File: src/rtl/arc4_encrypt.sv
// ARC4 stream encryptor: PRGA over a key-scheduled S memory, plaintext in, ciphertext out.
// Optional keystream tap enabled by defining ARC4_KEYSTREAM_OUT_EN.
module arc4_encrypt #(
  parameter int MSG_AW = 8
) (
  input  logic              clk,
  input  logic              rst,
  input  logic              en,
  output logic              rdy,
  output logic [7:0]        s_addr,
  input  logic [7:0]        s_rddata,
  output logic [7:0]        s_wrdata,
  output logic              s_wren,
  output logic [MSG_AW-1:0] pt_addr,
  input  logic [7:0]        pt_rddata,
  output logic [MSG_AW-1:0] ct_addr,
  output logic [7:0]        ct_wrdata,
  output logic              ct_wren
`ifdef ARC4_KEYSTREAM_OUT_EN
  ,
  output logic [7:0]        ks_byte,
  output logic              ks_valid
`endif
);

  typedef enum logic [3:0] {
    IDLE, RD_LEN, LEN, RD_SI, RD_SJ, WR_SI, WR_SJ, RD_PAD, WR_CT
  } state_t;

  state_t     state, state_nxt;
  logic [7:0] i, j, k, len, si, sj;

  always_ff @(posedge clk or posedge rst) begin
    if (rst) state <= IDLE;
    else     state <= state_nxt;
  end

  always_comb begin
    state_nxt = state;
    case (state)
      IDLE:    if (en) state_nxt = RD_LEN;
      RD_LEN:  state_nxt = LEN;
      LEN:     state_nxt = (pt_rddata == 8'd0) ? IDLE : RD_SI;
      RD_SI:   state_nxt = RD_SJ;
      RD_SJ:   state_nxt = WR_SI;
      WR_SI:   state_nxt = WR_SJ;
      WR_SJ:   state_nxt = RD_PAD;
      RD_PAD:  state_nxt = WR_CT;
      WR_CT:   state_nxt = (k == len) ? IDLE : RD_SI;
      default: state_nxt = IDLE;
    endcase
  end

  // PRGA index registers; i/j restart every message while S keeps its permutation
  always_ff @(posedge clk or posedge rst) begin
    if (rst) begin
      i   <= '0;
      j   <= '0;
      k   <= '0;
      len <= '0;
      si  <= '0;
      sj  <= '0;
    end else begin
      case (state)
        LEN: begin
          len <= pt_rddata;
          i   <= '0;
          j   <= '0;
          k   <= 8'd1;
        end
        RD_SI: i <= i + 8'd1;
        RD_SJ: begin
          si <= s_rddata;
          j  <= j + s_rddata;
        end
        WR_SI: sj <= s_rddata;
        WR_CT: if (k != len) k <= k + 8'd1;
        default: ;
      endcase
    end
  end

  always_comb begin
    rdy       = 1'b0;
    s_addr    = '0;
    s_wrdata  = '0;
    s_wren    = 1'b0;
    pt_addr   = '0;
    ct_addr   = '0;
    ct_wrdata = '0;
    ct_wren   = 1'b0;
    case (state)
      IDLE:  rdy = 1'b1;
      LEN: begin
        ct_wrdata = pt_rddata;
        ct_wren   = 1'b1;
      end
      RD_SI: s_addr = i + 8'd1;
      // s_rddata holds S[i] here, so the new j is formed without waiting a cycle
      RD_SJ: s_addr = j + s_rddata;
      WR_SI: begin
        s_addr   = i;
        s_wrdata = s_rddata;
        s_wren   = 1'b1;
      end
      WR_SJ: begin
        s_addr   = j;
        s_wrdata = si;
        s_wren   = 1'b1;
      end
      RD_PAD: begin
        s_addr  = si + sj;
        pt_addr = MSG_AW'(k);
      end
      WR_CT: begin
        ct_addr   = MSG_AW'(k);
        ct_wrdata = s_rddata ^ pt_rddata;
        ct_wren   = 1'b1;
      end
      default: ;
    endcase
  end

`ifdef ARC4_KEYSTREAM_OUT_EN
  always_comb begin
    ks_valid = (state == WR_CT);
    ks_byte  = (state == WR_CT) ? s_rddata : 8'd0;
  end
`endif

endmodule

File: config.mk
export PLATFORM = sky130hd
export DESIGN_NAME = arc4_encrypt
export DESIGN_NICKNAME = d
export VERILOG_FILES = /design/src/rtl/arc4_encrypt.sv
export SDC_FILE = /design/constraint.sdc
export NUM_CORES = 1
export LEC_CHECK = 0
export BUFFER_PORTS_ARGS = -buffer_cell sky130_fd_sc_hd__buf_2
export CORE_UTILIZATION = 49
export DETAILED_ROUTE_END_ITERATION = 10
export HOLD_SLACK_MARGIN = 0.08
export PLACE_DENSITY = 0.73
export SLEW_MARGIN = 20
export SYNTH_ARGS = -nofsm -noshare
export SYNTH_HDL_FRONTEND = slang
export SYNTH_SLANG_ARGS = --single-unit
File: constraint.sdc
create_clock -name clk -period 2.8 [get_ports clk]
set_input_delay 0.42 -clock clk [delete_from_list [all_inputs] [get_ports clk]]
set_output_delay 0.42 -clock clk [all_outputs]
set_load 0.01 [all_outputs]
Yosys cells after proc, flatten, opt, wreduce, memory -nomap -nowiden
Cells that the tools add are included.
{"block": "word_totals", "regBits": 52, "latchBits": 0, "ramBits": 0, "romBits": 0, "input_bits": 19, "output_inout_bits": 43, "elab_cells": 48, "memories": 0}
{"block": "op_classes", "addsub": 4, "multipliers": 0, "div_mod_pow": 0, "n_lt_le_gt_ge": 0, "eq_ne": 12, "shifts": 0, "muxes": 16, "bitwise": 1, "n_reduce_logical": 8}
{"op": "8-bit one-hot mux with 2 select lines", "n": 5}
{"op": "8-bit one-hot mux with 5 select lines", "n": 1}
{"op": "4-bit one-hot mux with 9 select lines", "n": 1}
{"op": "8-bit 2-to-1 mux", "n": 3}
{"op": "8-bit by 1-bit adder with 8-bit output, second input constant", "n": 2}
{"op": "8-bit adder", "n": 2}
{"op": "4-bit by 3-bit == test with 1-bit output, second input constant", "n": 4}
{"op": "4-bit by 2-bit == test with 1-bit output, second input constant", "n": 2}
{"op": "8-bit == test", "n": 1}
{"op": "8-bit zero test", "n": 1}
{"op": "8-bit inequality test", "n": 1}
{"op": "8-bit bitwise XOR", "n": 1}
{"op": "2-bit nonzero test", "n": 3}
{"op": "4-bit by 1-bit == test with 1-bit output, second input constant", "n": 1}
{"op": "4-bit == test, second input constant", "n": 1}
{"op": "4-bit zero test", "n": 1}
{"op": "2-bit 2-to-1 mux", "n": 2}
{"op": "4-bit 2-to-1 mux", "n": 1}
{"op": "2-bit inequality test, second input constant", "n": 2}
{"op": "2-bit OR reduction", "n": 2}
{"op": "1-bit 2-to-1 mux", "n": 3}
{"op": "2-bit AND reduction", "n": 1}

Logic depth before layout (Yosys ltp)
Gate-level depths: netlist of the first run.
{"block": "logic_depth", "ltp_word": 3, "ltp_mapped": 9, "depth_no_buf": 9}

Worst setup path after synthesis of the first run
No wires, ideal clock.
{"block": "synth_path", "kind": "input -> output", "from": "in s_rddata[0]", "to": "out s_addr[6]", "arrival_ps": 2091, "required_time_ps": 2380, "setup_slack_ps": 289, "path_stages": 9, "path_buffers": 0, "cell_sequence": "ha_1 -> inv_1 -> fa_1 -> nor2b_1 -> o21ai_1 -> a21oi_1 -> mux2i_1 -> a311o_1 -> a211o_1"}
{"block": "synth_between", "elab_chain_cells": 2}
{"element": "from (decl)", "line": "11", "source": "input logic [7:0] s_rddata,"}
{"element": "8-bit adder", "line": "100", "source": "RD_SJ: s_addr = j + s_rddata;"}
{"element": "8-bit one-hot mux with 5 select lines", "line": "92", "source": "case (state)"}
{"element": "to (decl)", "line": "10", "source": "output logic [7:0] s_addr,"}
No other way between the ends.

Worst setup path in the final report of the first run
{"block": "layout_path", "from": "reg j[0]", "to": "out s_addr[6]"}
{"block": "layout_between", "elab_chain_cells": 2}
{"element": "from (decl)", "line": "31", "source": "logic [7:0] i, j, k, len, si, sj;"}
{"element": "from (signal assigned)", "line": "74", "source": "j <= j + s_rddata;"}
{"element": "8-bit adder", "line": "100"}
{"element": "8-bit one-hot mux with 5 select lines", "line": "92"}
No other way between the ends.

==> results.json, run 1 <==
{
  "io_buffers": 61,
  "wl_mm": 9.51,
  "yosys_warnings": 0,
  "antenna_found_initial": 0,
  "fin_crit_sh": 1.01,
  "setup_viol": 2,
  "syn_to_final_growth_pct": 21.3,
  "syn_area_um2": 3480,
  "yosysTopAreaCell": "dfrtp_1",
  "crit_family": "compound AO/OA/AOI/OAI gates",
  "fmax_ghz": 0.354,
  "vias": 3365,
  "grt_use_total": 0.260,
  "synthArstFlopShare": 1.00,
  "path_class": "flip-flop to output pin",
  "nFillCells": 630,
  "grt_pass1_vias": 3159,
  "p_leak_nw": 2.17,
  "synth.ff_latch_count": 52,
  "cts-root-buf": "clkbuf_8",
  "synth.avg_cell_area_um2": 7.95,
  "drtIter0Drc": 169,
  "netlist_instances": 437,
  "drive_gt1_frac": 0.236,
  "synth_common_cells": "137 x nand2_1, 52 x dfrtp_1, 37 x o21ai_0",
  "clockBufferDepth": 2,
  "yosysUniqueCellTypes": 49,
  "critPathSlowestCell": "dfrtp_1",
  "yosys_most_used_dff": "dfrtp_1",
  "antenna_left": 0,
  "rsz0062_at_grt": "true",
  "p_per_area_nw_per_um2": 1020,
  "holdWs_ps": 147,
  "wire_per_inst_um": 15.6,
  "clock_sinks": 52,
  "critPathMaxFanout": 2,
  "syn-num-nets": 474,
  "maxCapViolations": 0,
  "drt_pass1_iterations": 4,
  "failed_checks": "negative setup slack",
  "clock_skew_ps": 7.61,
  "ff_latch_area_um2": 1300,
  "setup_ws_ps": -26.4,
  "slew_viol_final": 0,
  "ctsHoldBuffers": 0,
  "crit_path_max_incr_delay_ps": 360,
  "netlist_top_cells_area": "dfrtp_1 37%, nand2_1 15%, ha_1 5.8%, o21ai_0 5.3%, xor2_1 4.0%",
  "worstPathRequired_ps": 2380,
  "die_x_um": 86.2,
  "cts_tree": "done",
  "yosysTopAreaCellShare": 0.374,
  "vias_per_cell": 5.53,
  "hold_path.class": "input port to asynchronous set/reset pin",
  "cts_buffers": 5,
  "cp.arrival_ps": 2410,
  "rows": 30,
  "tightest_slew_ps": 671,
  "cp-end-kind": "output pin",
  "slew_headroom": 0.549,
  "dpl_worst_slack_ps": -43.0,
  "grt_max_degree": 29,
  "crit_buf_inv": 2,
  "critical_path.cell_chain": "ha_2 > inv_2 > fa_2 > nor2b_2 > o21ai_2 > a21oi_2 > mux2i_1 > a311o_1 > a211o_1 > buf_2",
  "synth_enable_flop_cells": 0,
  "grt-ovfl-total": 0,
  "core_area_um2": 6830,
  "final_nets": 549,
  "totalPowerFinal_w": 0.00432,
  "n_antenna_cell": 0,
  "clk_pin_slew_ps": 90,
  "hpwl_mm": 7.01,
  "synth.most_common_cell": "nand2_1",
  "die_y_um": 86.2,
  "clock_latency_ps": 310,
  "period_needed_ps": 2830,
  "start_util": 0.509,
  "die_area_um2": 7430,
  "final_hold_viol_count": 0,
  "drc_errors": 0,
  "final_core_util": 0.617,
  "outcome": "complete, but fails checks",
  "h-tree-depth": 2,
  "seq_area_frac_synth": 0.374,
  "io_pins": 62,
  "routabilityCongestion": 0.883,
  "grt_pass1_wl_mm": 15.0,
  "vdd_drop_max_uv": 498,
  "multiInputGateArea_um2": 2160,
  "startpoint_type": "flip-flop"
}
==> layout by cell type (no fill, tap or decap), drive strengths merged, types with 3 or more instances in the layout <==
| cell | instances |
|---|---|
| o221ai | 3 |
| nor2b | 4 |
| nor4 | 5 |
| mux2i | 4 |
| xnor2 | 10 |
| a211oi | 4 |
| buf | 84 |
| inv | 17 |
| and2 | 14 |
| a21o | 4 |
| ha | 16 |
| a21oi | 14 |
| nand3 | 14 |
| dfrtp | 52 |
| and3 | 3 |
| clkbuf | 8 |
| nor2 | 19 |
| nor3 | 6 |
| nand2b | 6 |
| o21ai | 40 |
| nand3b | 3 |
| a22oi | 4 |
| nand4 | 3 |
| xor2 | 16 |
| nand2 | 138 |
==> routing by layer <==
layer,global-route usage,vias up,share of wire
met2,0.443,118,0.48
met4,0.123,0,0.038
met5,0,-,0
li1,-,1629,-
met3,0.0362,29,0.058
met1,0.326,1589,0.43
==> timing repair <==
| item | CTS | global route |
|---|---|---|
| buffers inserted | 2 | 5 |
| endpoints found under the setup margin | 2 | 10 |
| pin swaps | 9 | 7 |
| resized for setup | 7 | 16 |
==> layout make-up <==
class / count / share of cell area
Tap cell: 96 / 0.0285
Sequential cell: 52 / 0.309
Inverter: 17 / 0.0151
Timing Repair Buffer: 84 / 0.113
Multi-Input combinational cell: 352 / 0.513
Clock buffer: 8 / 0.0214
==> cell families after synthesis <==
kind of cell | Yosys count | synth area share
xor gates and xnor gates | 26 | 0.0655
buffers and inverters | 33 | 0.0400
adders and majority gates | 18 | 0.0691
muxes | 5 | 0.0148
AOI/OAI and AO/OA | 83 | 0.151
and+or+nand+nor | 220 | 0.285
DFF | 52 | 0.374
==> worst reg2reg max path, delay by kind of cell (launching register included) <==
kind / cells / cell delay, ps
and+or+nand+nor: 4 / 890
DFF: 1 / 560
AOI/OAI and AO/OA: 2 / 530
buffers and inverters: 1 / 250
==> report_power, final <==
part | switching (W) | internal, W | leakage (nW) | total, W
registers | 0.000319 | 0.00102 | 0.662 | 0.00134
clock network | 0.000253 | 0.000203 | 0.0455 | 0.000455
logic | 0.00141 | 0.00111 | 1.46 | 0.00252
==> flip-flops by register name (all words and copies together), names as in the netlist <==
name and flops:
i 8, j 8, si 8, state 4
sj 8, k 8, len 8
==> worst paths after layout <==
| path | startpoint | to | slack, ps | cells past startpoint |
|---|---|---|---|---|
| setup / recovery | j[0] | s_addr[6] | -30 | 10 |
| hold / removal | rst | len[5] | 150 | 3 |
| setup reg to reg | state[0] | k[6] | 450 | 7 |
| hold reg to reg | sj[5] | sj[5] | 490 | 2 |
| max in group asynchronous | rst | i[3] | 2350 | 3 |
| min in group clk | pt_rddata[0] | len[0] | 350 | 3 |
==> per-stage QoR <==
| stage | cells | area (um^2) | setup TNS (ps) |
|---|---|---|---|
| 2_1_floorplan | 437 | 3480 | 0 |
| 3_3_place_gp | 594 | 3950 | -15.7 |
| 3_5_place_dp | 594 | 3950 | -43.0 |
| 4_1_cts | 604 | 4080 | -82.8 |
| 5_1_grt | 609 | 4220 | -241 |
| 6_report | 609 | 4220 | -35.0 |
(Power assumes the default switching activity.)
==> run 2: changes to the inputs <==
--- a/config.mk
+++ b/config.mk
@@ -6,10 +6,10 @@
 export NUM_CORES = 1
 export LEC_CHECK = 0
 export BUFFER_PORTS_ARGS = -buffer_cell sky130_fd_sc_hd__buf_2
-export CORE_UTILIZATION = 49
+export CORE_UTILIZATION = 30
 export DETAILED_ROUTE_END_ITERATION = 10
 export HOLD_SLACK_MARGIN = 0.08
-export PLACE_DENSITY = 0.73
+export PLACE_DENSITY = 0.5
 export SLEW_MARGIN = 20
 export SYNTH_ARGS = -nofsm -noshare
 export SYNTH_HDL_FRONTEND = slang
==> results.json, run 2 (synthesis gave the netlist of run 1 again) <==
{
  "antenna_left": 0,
  "core_area_um2": 11100,
  "vias": 3336,
  "cts_buffers": 5,
  "multiInputGateArea_um2": 2190,
  "outcome": "complete, but fails checks",
  "p_sw_w": 0.00209,
  "grt_pass1_wl_mm": 16.6,
  "cp.arrival_ps": 2420,
  "setup_ws_ps": -36.5,
  "use_met2": 0.310,
  "clockBufferDepth": 2,
  "n_antenna_cell": 0,
  "hold_path.class": "input port to asynchronous set/reset pin",
  "slew_headroom": 0.527,
  "tightest_slew_ps": 710,
  "cts_tree": "done",
  "period_needed_ps": 2840,
  "crit_path_max_incr_delay_ps": 420,
  "p_int_w": 0.00270,
  "start_util": 0.314,
  "cp-end-kind": "output pin",
  "vdd_drop_max_uv": 473,
  "io_pins": 62,
  "rows": 38,
  "clock_latency_ps": 290,
  "p_leak_nw": 2.27,
  "startpoint_type": "flip-flop",
  "r2r_cells": 7,
  "syn_to_final_growth_pct": 27.7,
  "rsz0062_at_grt": "true",
  "dpl_worst_slack_ps": -22.6,
  "comb_power_share": 0.568,
  "die_x_um": 110,
  "critPathSlowestCell": "dfrtp_1",
  "antenna_found_initial": 0,
  "totalPowerFinal_w": 0.00479,
  "clock_sinks": 52,
  "failed_checks": "negative setup slack",
  "critPathMaxFanout": 2,
  "rr_endpoint": "k[6]",
  "setup_viol": 1,
  "hpwl_mm": 7.68,
  "h-tree-depth": 2,
  "final_common_cell": "nand2_1",
  "swShare": 0.437,
  "p_per_area_nw_per_um2": 1080,
  "grt_use_total": 0.184,
  "grt_max_degree": 53,
  "power.sequential.fraction": 0.273,
  "io_buffers": 61,
  "worstPathRequired_ps": 2380,
  "die_area_um2": 12000,
  "drive_gt1_frac": 0.248,
  "wire_per_inst_um": 15.9,
  "drtIter0Drc": 126,
  "grt-ovfl-total": 0,
  "ff_latch_area_um2": 1300,
  "vias_per_cell": 5.05,
  "crit_family": "compound AO/OA/AOI/OAI gates",
  "fin_crit_sh": 1.01,
  "wl_mm": 10.5,
  "global_route.usage.met1": 0.245,
  "path_class": "flip-flop to output pin",
  "drc_errors": 0,
  "final_core_util": 0.401,
  "clk_pin_slew_ps": 70,
  "final_nets": 556,
  "crit_buf_inv": 1,
  "grt_busiest_layer": "met2",
  "slew_viol_final": 0,
  "dp_cells": 642,
  "worst-r2r-setup-slack_ps": 620,
  "final_hold_viol_count": 0,
  "r2r_start": "state[1]",
  "finalNonFillerCells": 660,
  "final_cell_mix": "137 x nand2_1, 61 x buf_2, 52 x dfrtp_1, 36 x o21ai_0, 30 x buf_4",
  "clock_skew_ps": 8.99,
  "drt_pass1_iterations": 4,
  "routabilityCongestion": 0.884,
  "pwr-share-clk": 0.159,
  "critical_path.cell_chain": "ha_4 > a211oi_2 > o21bai_1 > or3_1 > a31oi_2 > xnor2_1 > a221o_1 > buf_2",
  "grt_pass1_vias": 3241,
  "cts-root-buf": "clkbuf_16",
  "die_y_um": 110,
  "met3_usage": 0.0267,
  "nFillCells": 1166,
  "maxCapViolations": 0,
  "fmax_ghz": 0.353
}
## run 2: changes by cell type in the layout (fill, tap and decap cells not counted), sizes merged
| cell | before | now |
|---|---|---|
| buf | 84 | 91 |
| bufinv | 0 | 1 |
| clkbuf | 8 | 7 |
## run 2: what timing repair did
| action | in CTS | in global routing |
|---|---|---|
| pin swaps | 10 | 11 |
| buffers inserted | 4 | 6 |
| endpoints found under the hold margin | 0 | 0 |
| resized for setup | 8 | 16 |
| endpoints found under the setup margin | 3 | 4 |
| hold buffers | 0 | 0 |
## run 2: power groups by stage
stage          clock [W]  combinational [W]  sequential (W)
3_3_place_gp           0            0.00238         0.00130
6_report        0.000761            0.00272         0.00131
5_1_grt         0.000803            0.00303         0.00135
4_1_cts         0.000779            0.00252         0.00129
3_5_place_dp           0            0.00241         0.00130
2_1_floorplan          0            0.00172         0.00119
## run 2: final cells by class
type | count | share of cell area
flip-flops and latches | 52 | 0.293
clock buffers | 7 | 0.0344
clock inverters | 1 | 0.00676
multi-input cells | 352 | 0.492
inverters | 17 | 0.0144
repair buffers | 91 | 0.120
well taps | 140 | 0.0395
## run 2: worst register-to-register path, delay by kind of cell (launching register included)
kind                   cells  cell delay, ps
DFF                        1             460
AOI/OAI and AO/OA          2             470
and+or+nand+nor            4             940
buffers and inverters      1             200
## run 2: worst max-delay path by stage
stage / from / to / slack, ps / cells past startpoint
3_5_place_dp: s_rddata[0] / s_addr[6] / -20 / 11
2_1_floorplan: s_rddata[0] / s_addr[6] / 290 / 9
3_3_place_gp: s_rddata[0] / s_addr[6] / -30 / 11
5_1_grt: sj[1] / s_addr[7] / -130 / 8
4_1_cts: sj[1] / s_addr[7] / -30 / 8
6_report: sj[1] / s_addr[7] / -40 / 8
## run 2: metrics by stage
| step | area [um^2] | setup TNS (ps) | hold WS, ps |
|---|---|---|---|
| 2_1_floorplan | 3480 | 0 | 450 |
| 3_3_place_gp | 4030 | -33.6 | 463 |
| 3_5_place_dp | 4030 | -22.6 | 470 |
| 4_1_cts | 4280 | -63.2 | 355 |
| 5_1_grt | 4440 | -250 | 375 |
| 6_report | 4440 | -36.5 | 313 |
## run 2: routing by layer
| layer | share of wire | up-vias | wire [um] |
|---|---|---|---|
| met5 | 0 | - | 0 |
| met4 | 0.013 | 0 | 137 |
| met3 | 0.038 | 8 | 403 |
| met2 | 0.48 | 83 | 5020 |
| met1 | 0.47 | 1604 | 4930 |
| li1 | - | 1641 | - |
